--- src/rtl/craft_round_key_gen.sv ---
// CRAFT round-key sequencer: issues one (tweakey, rc_a, rc_b) bundle per valid/ready handshake.
// Optional reverse (decrypt) issue order is enabled by defining CRAFT_RKG_DECRYPT_EN.
module craft_round_key_gen #(
    parameter int NUM_ROUNDS = 32
) (
    input  logic         clk,
    input  logic         rst_n,
    input  logic         start,
    input  logic [127:0] key,
    input  logic [63:0]  tweak,
`ifdef CRAFT_RKG_DECRYPT_EN
    input  logic         dir,
`endif
    output logic         rk_valid,
    input  logic         rk_ready,
    output logic [63:0]  rk_tk,
    output logic [3:0]   rk_rc_a,
    output logic [2:0]   rk_rc_b,
    output logic [4:0]   rk_round,
    output logic         rk_last,
    output logic         busy,
    output logic         done
);

    typedef enum logic [0:0] {IDLE = 1'b0, RUN = 1'b1} state_t;

    localparam logic [4:0]  LAST_ROUND = 5'(NUM_ROUNDS - 1);
    // Nibble i of Q(T) is nibble Q_PERM[i] of T; nibble 0 is the most significant.
    localparam logic [63:0] Q_PERM     = 64'hCAF5_E892_B374_601D;

    function automatic logic [63:0] q_perm(input logic [63:0] t);
        logic [63:0] q;
        logic [3:0]  src;
        q = 64'h0;
        for (int i = 0; i < 16; i++) begin
            src = Q_PERM[63-4*i -: 4];
            q[63-4*i -: 4] = t[63-4*int'(src) -: 4];
        end
        return q;
    endfunction

    function automatic logic [63:0] key_schedule(input logic [127:0] k, input logic [63:0] t,
                                                 input logic [1:0] sel);
        logic [63:0] half;
        logic [63:0] tw;
        half = sel[0] ? k[63:0] : k[127:64];
        tw   = sel[1] ? q_perm(t) : t;
        return half ^ tw;
    endfunction

    function automatic logic [3:0] lfsr_a_fwd(input logic [3:0] a);
        return {a[2:0], a[3] ^ a[2]};
    endfunction

    function automatic logic [2:0] lfsr_b_fwd(input logic [2:0] b);
        return {b[1:0], b[2] ^ b[1]};
    endfunction

    function automatic logic [3:0] lfsr_a_inv(input logic [3:0] a);
        return {a[0] ^ a[3], a[3:1]};
    endfunction

    function automatic logic [2:0] lfsr_b_inv(input logic [2:0] b);
        return {b[0] ^ b[2], b[2:1]};
    endfunction

    function automatic logic [3:0] lfsr_a_steps(input int n);
        logic [3:0] a;
        a = 4'b0001;
        for (int i = 0; i < n; i++) a = lfsr_a_fwd(a);
        return a;
    endfunction

    function automatic logic [2:0] lfsr_b_steps(input int n);
        logic [2:0] b;
        b = 3'b001;
        for (int i = 0; i < n; i++) b = lfsr_b_fwd(b);
        return b;
    endfunction

    localparam logic [3:0] A_REV_INIT = lfsr_a_steps(NUM_ROUNDS - 1);
    localparam logic [2:0] B_REV_INIT = lfsr_b_steps(NUM_ROUNDS - 1);

    state_t         state_r, state_s;
    logic [127:0]   key_r, key_s;
    logic [63:0]    tweak_r, tweak_s;
    logic           rev_r, rev_s;
    logic           start_rev_s;
    logic           valid_s, last_s, busy_s, done_s;
    logic [63:0]    tk_s;
    logic [3:0]     a_s;
    logic [2:0]     b_s;
    logic [4:0]     round_s;

`ifdef CRAFT_RKG_DECRYPT_EN
    assign start_rev_s = dir;
`else
    assign start_rev_s = 1'b0;
`endif

    // Next-state and next-output computation; every output is registered below.
    always_comb begin
        state_s = state_r;
        key_s   = key_r;
        tweak_s = tweak_r;
        rev_s   = rev_r;
        valid_s = rk_valid;
        tk_s    = rk_tk;
        a_s     = rk_rc_a;
        b_s     = rk_rc_b;
        round_s = rk_round;
        last_s  = rk_last;
        busy_s  = busy;
        done_s  = 1'b0;
        case (state_r)
            IDLE: begin
                if (start) begin
                    state_s = RUN;
                    key_s   = key;
                    tweak_s = tweak;
                    rev_s   = start_rev_s;
                    valid_s = 1'b1;
                    busy_s  = 1'b1;
                    last_s  = 1'b0;
                    if (start_rev_s) begin
                        round_s = LAST_ROUND;
                        a_s     = A_REV_INIT;
                        b_s     = B_REV_INIT;
                    end else begin
                        round_s = 5'd0;
                        a_s     = 4'b0001;
                        b_s     = 3'b001;
                    end
                    tk_s = key_schedule(key, tweak, round_s[1:0]);
                end else begin
                    state_s = IDLE;
                end
            end
            RUN: begin
                if (rk_valid && rk_ready) begin
                    if (rk_last) begin
                        state_s = IDLE;
                        valid_s = 1'b0;
                        busy_s  = 1'b0;
                        last_s  = 1'b0;
                        done_s  = 1'b1;
                    end else if (rev_r) begin
                        round_s = rk_round - 5'd1;
                        a_s     = lfsr_a_inv(rk_rc_a);
                        b_s     = lfsr_b_inv(rk_rc_b);
                        last_s  = (round_s == 5'd0);
                        tk_s    = key_schedule(key_r, tweak_r, round_s[1:0]);
                    end else begin
                        round_s = rk_round + 5'd1;
                        a_s     = lfsr_a_fwd(rk_rc_a);
                        b_s     = lfsr_b_fwd(rk_rc_b);
                        last_s  = (round_s == LAST_ROUND);
                        tk_s    = key_schedule(key_r, tweak_r, round_s[1:0]);
                    end
                end else begin
                    state_s = RUN;
                end
            end
            default: begin
                state_s = IDLE;
                valid_s = 1'b0;
                busy_s  = 1'b0;
                last_s  = 1'b0;
            end
        endcase
    end

    // State, latched operands and registered outputs; reset clears everything.
    always_ff @(posedge clk or negedge rst_n) begin
        if (!rst_n) begin
            state_r  <= IDLE;
            key_r    <= 128'h0;
            tweak_r  <= 64'h0;
            rev_r    <= 1'b0;
            rk_valid <= 1'b0;
            rk_tk    <= 64'h0;
            rk_rc_a  <= 4'h0;
            rk_rc_b  <= 3'h0;
            rk_round <= 5'd0;
            rk_last  <= 1'b0;
            busy     <= 1'b0;
            done     <= 1'b0;
        end else begin
            state_r  <= state_s;
            key_r    <= key_s;
            tweak_r  <= tweak_s;
            rev_r    <= rev_s;
            rk_valid <= valid_s;
            rk_tk    <= tk_s;
            rk_rc_a  <= a_s;
            rk_rc_b  <= b_s;
            rk_round <= round_s;
            rk_last  <= last_s;
            busy     <= busy_s;
            done     <= done_s;
        end
    end

endmodule
--- config.mk ---
export PLATFORM = sky130hd
export DESIGN_NAME = craft_round_key_gen
export DESIGN_NICKNAME = d
export VERILOG_FILES = /design/src/rtl/craft_round_key_gen.sv
export SDC_FILE = /design/constraint.sdc
export NUM_CORES = 1
export LEC_CHECK = 0
export CAP_MARGIN = 20
export CORE_AREA = 2 2 199 201
export CTS_CLUSTER_DIAMETER = 80
export DETAILED_ROUTE_END_ITERATION = 10
export DIE_AREA = 0 0 201 203
export PLACE_DENSITY = 0.67
export SETUP_SLACK_MARGIN = 0.1
export SLEW_MARGIN = 0
export SYNTH_ARGS = -nofsm -noshare
export SYNTH_HDL_FRONTEND = slang
export SYNTH_SLANG_ARGS = --single-unit
export TNS_END_PERCENT = 20
--- constraint.sdc ---
create_clock -name clk -period 1.95 [get_ports clk]
set_input_delay 0.4875 -clock clk [delete_from_list [all_inputs] [get_ports clk]]
set_output_delay 0.4875 -clock clk [all_outputs]
set_load 0.01 [all_outputs]
# --- Yosys cells after proc, flatten, opt, wreduce, memory -nomap -nowiden ---
# Cells that the tools add are included.
totals:
  wordCells: 63
  in_bits: 196
  output_inout_bits: 80
  regBits: 272
classes:
  eq_ne: 5
  mux: 37
  add_sub_neg: 1
  n_reduce_logical: 5
  bitwise_logic: 5
op_table:
  columns: ["op", "n"]
  rows:
  - ["$mux W64", 7]
  - ["$pmux W64 S2", 1]
  - ["$xor A64 B64 Y64", 2]
  - ["$mux W5", 5]
  - ["$mux W1", 12]
  - ["$mux W4", 3]
  - ["$pmux W5 S2", 1]
  - ["$mux W3", 3]
  - ["$pmux W4 S2", 1]
  - ["$ne A2 B2 Y1 const B", 3]
  - ["$pmux W1 S2", 3]
  - ["$pmux W3 S2", 1]
  - ["$reduce_and A3 Y1", 2]
  - ["$add A5 B1 Y5 const B", 1]
  - ["$eq A5 B5 Y1 const B", 1]
  - ["$reduce_and A2 Y1", 2]
  - ["$ne A2 B1 Y1 const B", 1]
  - ["$xor A1 B1 Y1", 2]
  - ["$logic_and A1 B1 Y1", 1]
  - ["$not A1 Y1", 1]

# --- Logic depth before layout (Yosys ltp) ---
# Gate-level depths: netlist of run 1.
depth:
  ltp_word: 6
  ltp_mapped: 11
  mapped_depth_nobuf: 6

# --- Worst setup path before layout of run 1 ---
# OpenSTA, ideal clock, no wires.
synth_timing:
  path_kind: "reg-to-reg"
  from: "register rk_round[0]"
  to: "register rk_tk[11]"
  stages_incl_launch_ff: 12
  setup_ns: 0.076
  n_path_buf: 5
  t_required_ns: 1.874
  period_less_slack_ns: 2.187
  slack_ns: -0.237
  arrival_ns: 2.111
  path_cell_list: "dfrtp_1 -> buf_2 -> buf_6 -> buf_6 -> inv_1 -> ha_1 -> buf_4 -> clkbuf_4 -> mux2i_1 -> xor2_1 -> mux2i_1 -> o21ai_1"
synth_between:
  elab_chain_cells: 6
  elab_cells_between_ends: 7
  classes_between: "1 x add/sub; 5 x mux; 1 x bitwise"
synth_lines:
  columns: ["element", "line", "rtl"]
  rows:
  - ["from (decl)", "19", "output logic [4:0] rk_round,"]
  - ["from (signal assigned)", "197", "rk_round <= round_s;"]
  - ["$add A5 B1 Y5 *", "154", "round_s = rk_round + 5'd1;"]
  - ["$mux W64 (on tied branches)", "46, 47", null]
  - ["$xor A64 B64 Y64 *", "48", "return half ^ tw;"]
  - ["$mux W64 *", "141", "if (rk_last) begin"]
  - ["$mux W64 *", "140", "if (rk_valid && rk_ready) begin"]
  - ["$pmux W64 S2 *", "115", "case (state_r)"]
  - ["to (signal assigned)", "194", "rk_tk <= tk_s;"]
  - ["to (decl)", "16", "output logic [63:0] rk_tk,"]
# Mark *: on every way between the ends. The rest lies on a longest branch, timed or not. The select of a mux whose other input is x is not followed.
# A chain may end at the register's enable or synchronous reset.

# --- Worst setup path in the final report of run 1 ---
layout_timing:
  from: "register rk_round[0]"
  to: "register rk_tk[44]"
# Same word-level chain as after synthesis.

==> metrics.md, run 1 <==
| Metric | Value |
|---|---|
| Design Area, Final | 18,500 µm² |
| Ranking of synthesized cells by area | dfrtp_1 51%, nand2_1 18%, mux2i_1 14% |
| Final Hold Fails | 0 |
| Initial antenna violation count | 5 |
| Core Util, Final | 48.0% |
| Clock Skew | 0.0193 ns |
| CTS buffer count | 31 |
| DP Area | around 17,000 µm² |
| Cells after synthesis | 1,437 |
| Die width | 201 µm |
| Yosys reg bits | 272 |
| WP data arrival | 2.43 ns |
| Final Slew Violations | 0 |
| Maxcap violations | 0 |
| Most common cell in the synthesized netlist | nand2_1 |
| GP Congestion | 0.799 |
| Final #Nets | about 1,900 |
| Final worst-path cycle share | 102% |
| GRT Overall Usage | between 15 and 20% |
| Post-synth top cells | 656 x nand2_1, 272 x dfrtp_1, 192 x mux2i_1 |
| Share of cells above drive strength 1 | 9.52% |
| Area share of fa/ha/maj cells after synthesis | 0.187% |
| Static Leak | 0.00936 µW |
| Slew headroom | 71.9% |
| Critical Path End Type | register |
| Worst-path fanout max | 8 |
| Max VDD drop | 811 µV |
| Share of the synthesized area in the top cell type | 50.8% |
| Data required, critical path | 2.39 ns |
| Post-synthesis sequential area ratio | 50.8% |
| Synth Flop Type | dfrtp_1 |
| Ys Warns | 0 |
| Max stage delay on crit path | 0.50 ns |
| Post-synth EDFFs | 0 |
| Most frequent CP cell | mux2i_1 |
| Routed vias | 10,700 |
| Total length of routed wires | between 40,000 and 50,000 µm |
| Syn Nets | 1,635 |
| Syn avg cell area | 9.32 µm² |
| DR iter-0 viols | 568 |
| Ys async rst share | 100% |
| Synth Area in XOR/XNOR | under 10% |
| Final setup viols | 6 |
| Mux contribution to synthesized area | 14.4% |
| CTS Root Cell | clkbuf_16 |
| Row Count | between 70 and 80 |
| Outcome | finished with violations |
| CTS H-tree lvls | 1 |
| Max Clk Rate | 501 MHz |
| Post-route DRC | 0 |
| Die area | a little over 40,000 µm² |
| Critical path cell sequence | buf_6, inv_4, ha_4, buf_12, buf_16, mux2i_1, buf_4, xor2_2, mux2i_1, o21ai_1 |
| Gr ovfl total | 0 |
| Minimum clock period | 2.00 ns |
| Worst skew pair latency | ~0.57 ns |
| Clock slew at reported path FFs | 0.06 ns |
| Vias in the first global route | 10,900 |
| RSZ-0062 raised after global routing | yes |
| Core Footprint | 38,500 µm² |
| Synth Area in Compound Gates | roughly 3% |
| Startpoint Class | register |
| Pwr dens | 1190 nW/µm² |
| Drt wl/cell | 18.5 µm |
| Area grow syn2layout | 37.9% |
| Max clock buf depth | 3 |
| Post-Syn Area | around 13,000 µm² |
| Area leader, netlist | dfrtp_1 |
| Initial DRT Pass Iterations | 5 |
| DP HPWL | 28,900 µm |
| DIE HEIGHT | 203 µm |
| Setup CP Type | reg -> reg |
| Setup ws final | -0.0457 ns |
| Largest net degree at the start of global routing | 85 |
| Worst Hold Class | in -> async |
| Antenna-violating nets left | 0 |
| Sink Count | 272 |
| Global-route wire length before repair | between 60,000 and 70,000 µm |
| Synth cell types | 29 |
| Simple-gate share of the synthesized area | 19.2% |
| Slowest CP cell | dfrtp_4 |
| Least-Margin Pin Slew | 0.421 ns |
| CTS tree | done |
| Io pins | ~280 |
| Effective utilization at floorplan | about a third |
| Violated checks | setup timing |
| Via/cell ratio | 4.74 |
| Port-buffer cells | 275 |
| Combinational family with the most area after synthesis | simple AND/OR/NAND/NOR gates |
## timing repair
item	CTS	global route
setup buffers	3	4
cloned	2	6
endpoints found under the hold margin	28	0
pin swaps	0	11
resized for setup	102	58
hold buffers	1	0
setup endpoints to repair	108	68
## report_power, final
part	switching [µW]	total [µW]	internal (µW)
registers	959	7840	6880
clock network	2380	5820	3440
logic	4030	8350	4330
total	7360	22000	14600
## cells by family (layout without fill, tap and decap cells)
| logic type | after synthesis | in the layout |
|---|---|---|
| AND/OR/NAND/NOR | 674 | 674 |
| AO/OA/AOI/OAI | 78 | 78 |
| buffers and inverters | 86 | 392 |
| multiplexers | 192 | 192 |
| flip-flops | 272 | 272 |
| adder cells (fa/ha/maj) | 2 | 2 |
| other | 0 | 2 |
| XOR/XNOR | 133 | 133 |
## per-layer routing
layer	share of wire (%)	track usage (%)	wire [µm]	up-vias
li1	-	-	-	5160
met1	46	27.7	19300	5160
met2	45	31.9	19000	322
met3	5.7	3.60	2400	71
met4	2.7	5.42	1130	8
met5	0.15	0	63	-
## layout make-up
class                   instances  area, µm²
well taps                     518        648
flip-flops and latches        272       6820
multi-input cells            1079       6400
fillers                      3587      20000
repair buffers                335       3570
diodes                          2       5.00
clock buffers                  48        950
inverters                       2       10.0
clock inverters                 7       66.3
## stage by stage
stage	instances	hold WS (ns)	TNS, ns	power, µW	setup WS, ns
floorplan	1437	0.192	-3.20	12000	-0.0650
global placement	2190	0.405	-0.0822	15100	-0.0822
detailed placement	2190	0.404	-0.0401	15200	-0.0401
CTS	2251	0.397	-2.32	20800	-0.140
global route	2262	0.412	-3.11	23200	-0.108
finish	2263	0.404	-0.134	22000	-0.0457
## layout by cell type, fill, tap and decap left out, types with 2 or more instances in the layout
master,n
nand2_1,656
dfrtp_1,267
clkdlybuf4s50_1,194
mux2i_1,152
xor2_1,130
dlygate4sd2_1,75
o21ai_1,67
clkbuf_16,35
buf_4,26
mux2i_2,25
buf_12,23
mux2i_4,15
clkbuf_8,11
o21ai_0,7
nand3_1,6
clkbuf_1,6
clkinv_2,4
nor2_1,3
dfrtp_2,3
clkbuf_2,3
buf_16,3
diode_2,2
xnor2_1,2
nor3_1,2
a21oi_1,2
bufbuf_16,2
buf_6,2
dfrtp_4,2
## registers in the layout, summed over array words and instances, names as in the netlist
name      count
rk_round      5
state_r       1
done          1
tweak_r      64
key_r       128
busy          1
rk_tk        64
rk_last       1
rk_rc_b       3
rk_rc_a       4
## worst paths after layout
path / start / end / slack, ns / cells past startpoint
worst max register to register: rk_round[0] / rk_tk[44] / -0.05 / 10
max in group asynchronous: rst_n / key_r[65] / 0.90 / 3
worst min register to register: key_r[43] / key_r[43] / 0.47 / 2
worst max-delay path: rk_round[0] / rk_tk[44] / -0.05 / 10
min in group clk: key[22] / key_r[22] / 0.45 / 3
worst min-delay path: rst_n / rk_tk[14] / 0.40 / 2
## critical path, delay by kind of cell, from the launching register on
| kind | cells | cell delay (ns) |
|---|---|---|
| compound gates | 1 | 0.07 |
| xor+xnor | 1 | 0.13 |
| fa+ha+maj | 1 | 0.21 |
| buf+inv | 5 | 0.65 |
| flops | 1 | 0.50 |
| mux | 2 | 0.27 |
No activity file was read; power rests on OpenSTA's default activity.
==> inputs of run 2 (changes only) <==
- ABC_AREA: not set -> 1
- CORE_AREA: 2 2 199 201 -> 2 2 215 217
- DIE_AREA: 0 0 201 203 -> 0 0 217 219
- PLACE_DENSITY: 0.67 -> 0.66
- SKIP_LAST_GASP: not set -> 1
==> run 2 against run 1 <==
The flow now finishes without violations. Sequential cell count stayed put. First-iteration DRC count is 150% higher. Via count is 52% higher. Cell area is 12% higher. Total power is 42% lower. Non-clock buffer count is 11 higher. Worst hold slack better by 0.061 ns. Register-to-register slack better by 0.15 ns. Critical path type is now reg -> out.
==> metrics.md, run 2 <==
| Metric | Value |
|---|---|
| Final setup viols | 0 (was 6) |
| Ys Warns | 0 (unchanged) |
| Final worst-path cycle share | 99.9% (was 102%) |
| Maxcap violations | 0 (unchanged) |
| Initial antenna violation count | 4 (was 5) |
| CTS tree | done (unchanged) |
| Final Slew Violations | 0 (unchanged) |
| Worst Hold Class | in -> async (unchanged) |
| Post-route DRC | 0 (unchanged) |
| Design Area, Final | 20,600 µm² (was 18,500 µm²) |
| GP Congestion | 0.904 (was 0.799) |
| Antenna Cells | 0 (was 2) |
| Share of the synthesized area in the top cell type | 43.4% (was 50.8%) |
| Area grow syn2layout | 31.3% (was 37.9%) |
| Slowest CP cell | clkdlybuf4s50_1 (was dfrtp_4) |
| DR iter-0 viols | 1,405 (was 568) |
| Most common cell after layout, fill and taps aside | nand2_1 (unchanged) |
| Die area | 47,500 µm² (was 40,800 µm²) |
| CTS buffer count | 34 (was 31) |
| Post-synth EDFFs | 0 (unchanged) |
| Worst skew pair latency | 0.53 ns (was 0.57 ns) |
| GRT Overall Usage | 23.9% (was 19.9%) |
| DP Area | 19,400 µm² (was 16,900 µm²) |
| Slew headroom | 50.9% (was 71.9%) |
| Antenna-violating nets left | 0 (unchanged) |
| Critical path cell sequence | clkdlybuf4s50_1 (was buf_6, inv_4, ha_4, buf_12, buf_16, mux2i_1, buf_4, xor2_2, mux2i_1, o21ai_1) |
| Data required, critical path | 1.46 ns (was 2.39 ns) |
| Clk network pwr share | 50.2% (was 26.4%) |
| Total length of routed wires | 57,000 µm (was 41,900 µm) |
| Crit path max-delay family | buffers and inverters (unchanged) |
| Port-buffer cells | 275 (unchanged) |
| Commonest cells after routing, fill and taps aside | 978 x nand2_1, 390 x nor2_1, 269 x dfrtp_1 (was 656 x nand2_1, 267 x dfrtp_1, 194 x clkdlybuf4s50_1) |
| Least-Margin Pin Slew | 0.737 ns (was 0.421 ns) |
| Post-synthesis sequential area ratio | 43.4% (was 50.8%) |
| Comb pwr share | 5.9% (was 37.9%) |
| Routed vias | 16,300 (was 10,700) |
| Critical Path End Type | output port (was register) |
| Cells after synthesis | 2,448 (was 1,437) |
| DIE HEIGHT | 219 µm (was 203 µm) |
| Sink Count | 272 (unchanged) |
| Die width | 217 µm (was 201 µm) |
| Pwr dens | 623 nW/µm² (was 1190 nW/µm²) |
| Share of cells above drive strength 1 | 4.92% (was 9.52%) |
| Max Clk Rate | 513 MHz (was 501 MHz) |
| Max stage delay on crit path | 0.56 ns (was 0.50 ns) |
| Vias in the first global route | 15,800 (was 10,900) |
| Clock Skew | 0.0238 ns (was 0.0193 ns) |
| Largest net degree at the start of global routing | 129 (was 85) |
| Via/cell ratio | 4.91 (was 4.74) |
| Startpoint Class | register (unchanged) |
| CTS H-tree lvls | 2 (was 1) |
| Switch share | 22.5% (was 33.5%) |
| Max reg flops | 128 (unchanged) |
| Minimum clock period | 1.95 ns (was 2.00 ns) |
| Ys async rst share | 100% (unchanged) |
| Max VDD drop | 518 µV (was 811 µV) |
| Clock slew at reported path FFs | 0.06 ns (about the same) |
| Min Hold Slack | 0.465 ns (was 0.404 ns) |
| Worst path bufs/invs | 1 (was 5) |
| Largest regs | key_r (128), rk_tk (64), tweak_r (64) (unchanged) |
| Post-synth top cells | 978 x nand2_1, 390 x nor2_1, 272 x dfrtp_1 (was 656 x nand2_1, 272 x dfrtp_1, 192 x mux2i_1) |
| Fillers | 4,573 (was 3,587) |
| DP HPWL | 41,500 µm (was 28,900 µm) |
| Row Count | 78 (was 72) |
| Yosys reg bits | 272 (unchanged) |
| Post-Syn Area | 15,700 µm² (was 13,400 µm²) |
| CTS Root Cell | clkbuf_16 (unchanged) |
| GR Util met1 | 31.3% (was 27.7%) |
| Syn avg cell area | 6.41 µm² (was 9.32 µm²) |
| Gr ovfl total | 0 (unchanged) |
| Ranking of synthesized cells by area | dfrtp_1 43%, nand2_1 23%, nor2_1 9.3% (was dfrtp_1 51%, nand2_1 18%, mux2i_1 14%) |
| Global-route wire length before repair | 88,300 µm (was 63,400 µm) |
| Max clock buf depth | 3 (unchanged) |
| Static Leak | 0.0119 µW (was 0.00936 µW) |
| Setup ws final | 0.00113 ns (was -0.0457 ns) |
| Synth cell types | 20 (was 29) |
| GR met2 Demand/Resource | 39.5% (was 31.9%) |
| Syn Nets | 2,646 (was 1,635) |
| WP data arrival | 1.46 ns (was 2.43 ns) |
| Io pins | 276 (unchanged) |
| Outcome | complete, no violations (was finished with violations) |
| Final #Nets | 2,900 (was 1,919) |
| Area leader, netlist | dfrtp_1 (unchanged) |
| Initial DRT Pass Iterations | 6 (was 5) |
| Effective utilization at floorplan | 34.8% (about the same) |
| Met3 Use GR | 4.32% (was 3.60%) |
| Drt wl/cell | 17.2 µm (was 18.5 µm) |
| Most common cell in the synthesized netlist | nand2_1 (unchanged) |
| Core Footprint | 45,100 µm² (was 38,500 µm²) |
| NetSw | 2890 µW (was 7360 µW) |
| Biggest register | key_r (unchanged) |
| Synth Flop Type | dfrtp_1 (unchanged) |
| Setup CP Type | reg -> out (was reg -> reg) |
| RSZ-0062 raised after global routing | yes (unchanged) |
| Worst-path fanout max | 2 (was 8) |
| Place WS | -0.0887 ns (was -0.0401 ns) |
| Internal Power | 9950 µW (was 14,600 µW) |
| Grt peak-use layer | met2 (unchanged) |
| Final Hold Fails | 0 (unchanged) |
| Sequential share of power | 44.0% (was 35.6%) |
-- run 2: cell types whose count changed after synthesis, moves of 62 or more --
cell	before	now
nand2_1	656	978
mux2i_1	192	0
buf_2	36	110
inv_1	2	268
nand3_1	6	68
a21oi_1	2	256
nor2_1	3	390
xor2_1	131	1
-- run 2: metal layers --
metal,vias up,share of wire (%)
li1,7933,-
met1,7651,43
met2,608,47
met3,107,7.1
met4,6,3.4
met5,-,0.067
-- run 2: cell type report --
cell class | instances | area [µm²] | share of cell area (%)
repair buffers | 346 | 3640 | 17.7
flip-flops and latches | 272 | 6810 | 33.1
clock buffers | 53 | 1080 | 5.22
well taps | 600 | 751 | 3.64
clock inverters | 5 | 50.0 | 0.243
inverters | 271 | 1020 | 4.95
multi-input cells | 1777 | 7260 | 35.2
-- run 2: what timing repair did --
action / 4_1_cts / 5_1_grt
endpoints found under the hold margin: 31 / 0
hold buffers: 1 / 0
endpoints found under the setup margin: 80 / 98
gates resized for setup: 17 / 20
buffers inserted: 2 / 0
-- run 2: through the flow --
| stage | power, µW | util (%) | instances | setup TNS (ns) |
|---|---|---|---|---|
| CTS | 12900 | 45.6 | 3324 | -0.577 |
| global route | 13200 | 45.7 | 3324 | -0.285 |
| finish | 12800 | 45.7 | 3324 | 0 |
| floorplan | 5800 | - | 2448 | 0 |
| detailed placement | 6500 | 43.1 | 3263 | -3.86 |
| global placement | 6500 | 43.1 | 3263 | -0.997 |
-- run 2: power groups by stage --
stage	logic, µW	registers [µW]	clock network, µW
3_5_place_dp	751	5750	0
3_3_place_gp	749	5750	0
5_1_grt	809	5640	6780
2_1_floorplan	53.2	5750	0
4_1_cts	758	5650	6550
6_report	752	5650	6440
-- run 2: cells by family after synthesis --
family	after synthesis	share of synthesized area, %
AOI/OAI and AO/OA	332	10.6
buffers and inverters	399	10.6
xor gates and xnor gates	4	0.223
and+or+nand+nor	1439	35.1
DFF	272	43.4
adders and majority gates	2	0.159
-- run 2: path summary, 6_finish.rpt --
kind | start | end | slack, ns | cells after the start
min | rst_n | rk_rc_a[1] | 0.47 | 2
max | rk_tk[40] | rk_tk[40] | 0.001 | 1
min in group clk | rk_tk[29] | rk_tk[29] | 0.53 | 2
max reg2reg | rk_round[1] | rk_tk[26] | 0.10 | 9
min reg2reg | rk_tk[29] | rk_tk[29] | 0.53 | 2
max in group asynchronous | rst_n | tweak_r[20] | 0.82 | 3
==> inputs of run 3 (changes only) <==
- ABC_AREA: 1 -> not set
- CORE_AREA: 2 2 215 217 -> 2 2 199 201
- DIE_AREA: 0 0 217 219 -> 0 0 201 203
- PLACE_DENSITY: 0.66 -> 0.67
==> run 3 against run 2 <==
The flow now finishes with violations (setup timing). Count of clock-buffer cells in the layout down 5. Worst setup slack worse by 0.060 ns. Highest routed layer unchanged. Clock skew down 0.0051 ns.
==> metrics.md, run 3 (synthesis gave the netlist of run 1 again) <==
| Metric | Value |
|---|---|
| CTS Root Cell | clkbuf_16 (unchanged) |
| Row Count | 72 (was 78) |
| Area grow syn2layout | 38.5% (was 31.3%) |
| Final Hold Fails | 0 (unchanged) |
| Io pins | 276 (unchanged) |
| Max reg flops | 128 (unchanged) |
| DIE HEIGHT | 203 µm (was 219 µm) |
| Post-route DRC | 0 (unchanged) |
| Final #Nets | 1,921 (was 2,900) |
| Largest net degree at the start of global routing | 85 (was 129) |
| Pwr dens | 1210 nW/µm² (was 623 nW/µm²) |
| Setup TNS | -0.554 ns (was 0 ns) |
| Slowest CP cell | dfrtp_4 (was clkdlybuf4s50_1) |
| Least-Margin Pin Slew | 0.419 ns (was 0.737 ns) |
| GRT Overall Usage | 19.8% (was 23.9%) |
| CTS tree | done (unchanged) |
| FF-to-FF Start | rk_round[0] (was rk_round[1]) |
| Most common cell after layout, fill and taps aside | nand2_1 (unchanged) |
| Initial antenna violation count | 5 (was 4) |
| CTS H-tree lvls | 1 (was 2) |
| Biggest register | key_r (unchanged) |
| Vias in the first global route | 10,900 (was 15,800) |
| WP data arrival | 2.44 ns (was 1.46 ns) |
| Worst Hold Class | in -> async (unchanged) |
| DR iter-0 viols | 564 (was 1,405) |
| Global-route wire length before repair | 63,200 µm (was 88,300 µm) |
| Sink Count | 272 (unchanged) |
| Worst R2R End | rk_tk[44] (was rk_tk[26]) |
| Violated checks | setup timing |
| Final Slew Violations | 0 (unchanged) |
| Maxcap violations | 0 (unchanged) |
| Max VDD drop | 799 µV (was 518 µV) |
| Critical Path End Type | register (was output port) |
| Initial DRT Pass Iterations | 5 (was 6) |
| Max stage delay on crit path | 0.50 ns (was 0.56 ns) |
| GP Congestion | 0.799 (was 0.904) |
| Commonest cells after routing, fill and taps aside | 656 x nand2_1, 267 x dfrtp_1, 252 x clkdlybuf4s50_1 (was 978 x nand2_1, 390 x nor2_1, 269 x dfrtp_1) |
| Effective utilization at floorplan | 34.8% (about the same) |
| Setup CP Type | reg -> reg (was reg -> out) |
| Max Clk Rate | 498 MHz (was 513 MHz) |
| Antenna-violating nets left | 0 (unchanged) |
| Total length of routed wires | 42,000 µm (was 57,000 µm) |
| WP depth | 10 (was 1) |
| Startpoint Class | register (unchanged) |
| Core Util, Final | 48.2% (was 45.7%) |
| Clock Skew | 0.0187 ns (was 0.0238 ns) |
| RSZ-0062 raised after global routing | yes (unchanged) |
| Reg2Reg Depth | 10 (was 9) |
| Routed vias | 10,800 (was 16,300) |
| Drt wl/cell | 18.5 µm (was 17.2 µm) |
| Port-buffer cells | 275 (unchanged) |
| Worst skew pair latency | 0.57 ns (was 0.53 ns) |
| Outcome | finished with violations (was complete, no violations) |
| Largest regs | key_r (128), rk_tk (64), tweak_r (64) (unchanged) |
| Static Leak | 0.00927 µW (was 0.0119 µW) |
| Clock slew at reported path FFs | 0.06 ns (about the same) |
| Slew headroom | 72.1% (was 50.9%) |
| Final worst-path cycle share | 103% (was 99.9%) |
| Share of cells above drive strength 1 | 8.42% (was 4.92%) |
| Gr ovfl total | 0 (unchanged) |
| DP HPWL | 28,900 µm (was 41,500 µm) |
| Crit path max-delay family | buffers and inverters (unchanged) |
| Die width | 201 µm (was 217 µm) |
| Worst-path fanout max | 8 (was 2) |
| Core Footprint | 38,500 µm² (was 45,100 µm²) |
| Final setup viols | 34 (was 0) |
| Max clock buf depth | 3 (unchanged) |
| Via/cell ratio | 4.75 (was 4.91) |
| CTS buffer count | 31 (was 34) |
| Minimum clock period | 2.01 ns (was 1.95 ns) |
| Worst path bufs/invs | 5 (was 1) |
| Reg2reg setup slack | -0.06 ns (was 0.10 ns) |
| Critical path cell sequence | buf_6, inv_4, ha_4, buf_4, buf_16, mux2i_1, buf_4, xor2_2, mux2i_1, o21ai_1 (was clkdlybuf4s50_1) |
| Data required, critical path | 2.38 ns (was 1.46 ns) |
| Setup ws final | -0.0586 ns (was 0.00113 ns) |
| Die area | 40,800 µm² (was 47,500 µm²) |
[run 3: repair_timing]
item / 4_1_cts / 5_1_grt
pin swaps: 0 / 9
endpoints found under the hold margin: 28 / 0
buffers inserted: 3 / 5
cloned: 2 / 7
hold buffers: 1 / 0
resized for setup: 30 / 48
endpoints found under the setup margin: 108 / 128
[run 3: routing by layer]
layer	vias up	track usage [%]	share of wire [%]
li1	5160	-	-
met1	5198	27.6	46
met2	326	31.8	46
met3	68	3.69	6.0
met4	8	5.29	2.2
met5	-	0	0.15
[run 3: power breakdown]
group | internal [µW] | switching (µW) | total, µW
clock | 3440 | 2370 | 5820
combinational | 4740 | 4020 | 8760
sequential | 6880 | 971 | 7850
total | 15100 | 7360 | 22400
[run 3: worst register-to-register path, stage by stage, from the launching register on]
cell and delay [ns]:
dfrtp_4 0.50, buf_6 0.13, inv_4 0.05, ha_4 0.22, buf_4 0.15, buf_16 0.15, mux2i_1 0.15, buf_4 0.17
xor2_2 0.13, mux2i_1 0.14, o21ai_1 0.07
[run 3: stage by stage]
step	setup WS, ns	power, µW	std cells	instance area [µm²]	hold slack [ns]
2_1_floorplan	-0.0650	12000	1437	13500	0.192
3_3_place_gp	-0.0822	15100	2190	16900	0.405
4_1_cts	-0.140	21200	2251	18100	0.397
5_1_grt	-0.103	23600	2264	18500	0.412
6_report	-0.0586	22400	2265	18500	0.405
3_5_place_dp	-0.0401	15200	2190	16900	0.404
[run 3: area by class of cell]
type	instances	area [µm²]
fill	3572	19900
tap	518	648
timing repair buffer	337	3690
multi-input combinational	1079	6360
clock buffer	48	950
clock inverter	7	66.3
sequential	272	6820
antenna	2	5.00
inverter	2	10.0
[run 3: worst max-delay path by stage]
stage | start | end | slack (ns)
CTS | rk_round[0] | rk_tk[35] | -0.14
finish | rk_round[0] | rk_tk[44] | -0.06
global route | rk_round[0] | rk_tk[16] | -0.10
global placement | rk_ready | rk_round[2] | -0.08
floorplan | rk_round[0] | rk_tk[53] | -0.06
detailed placement | rk_ready | rk_round[2] | -0.04
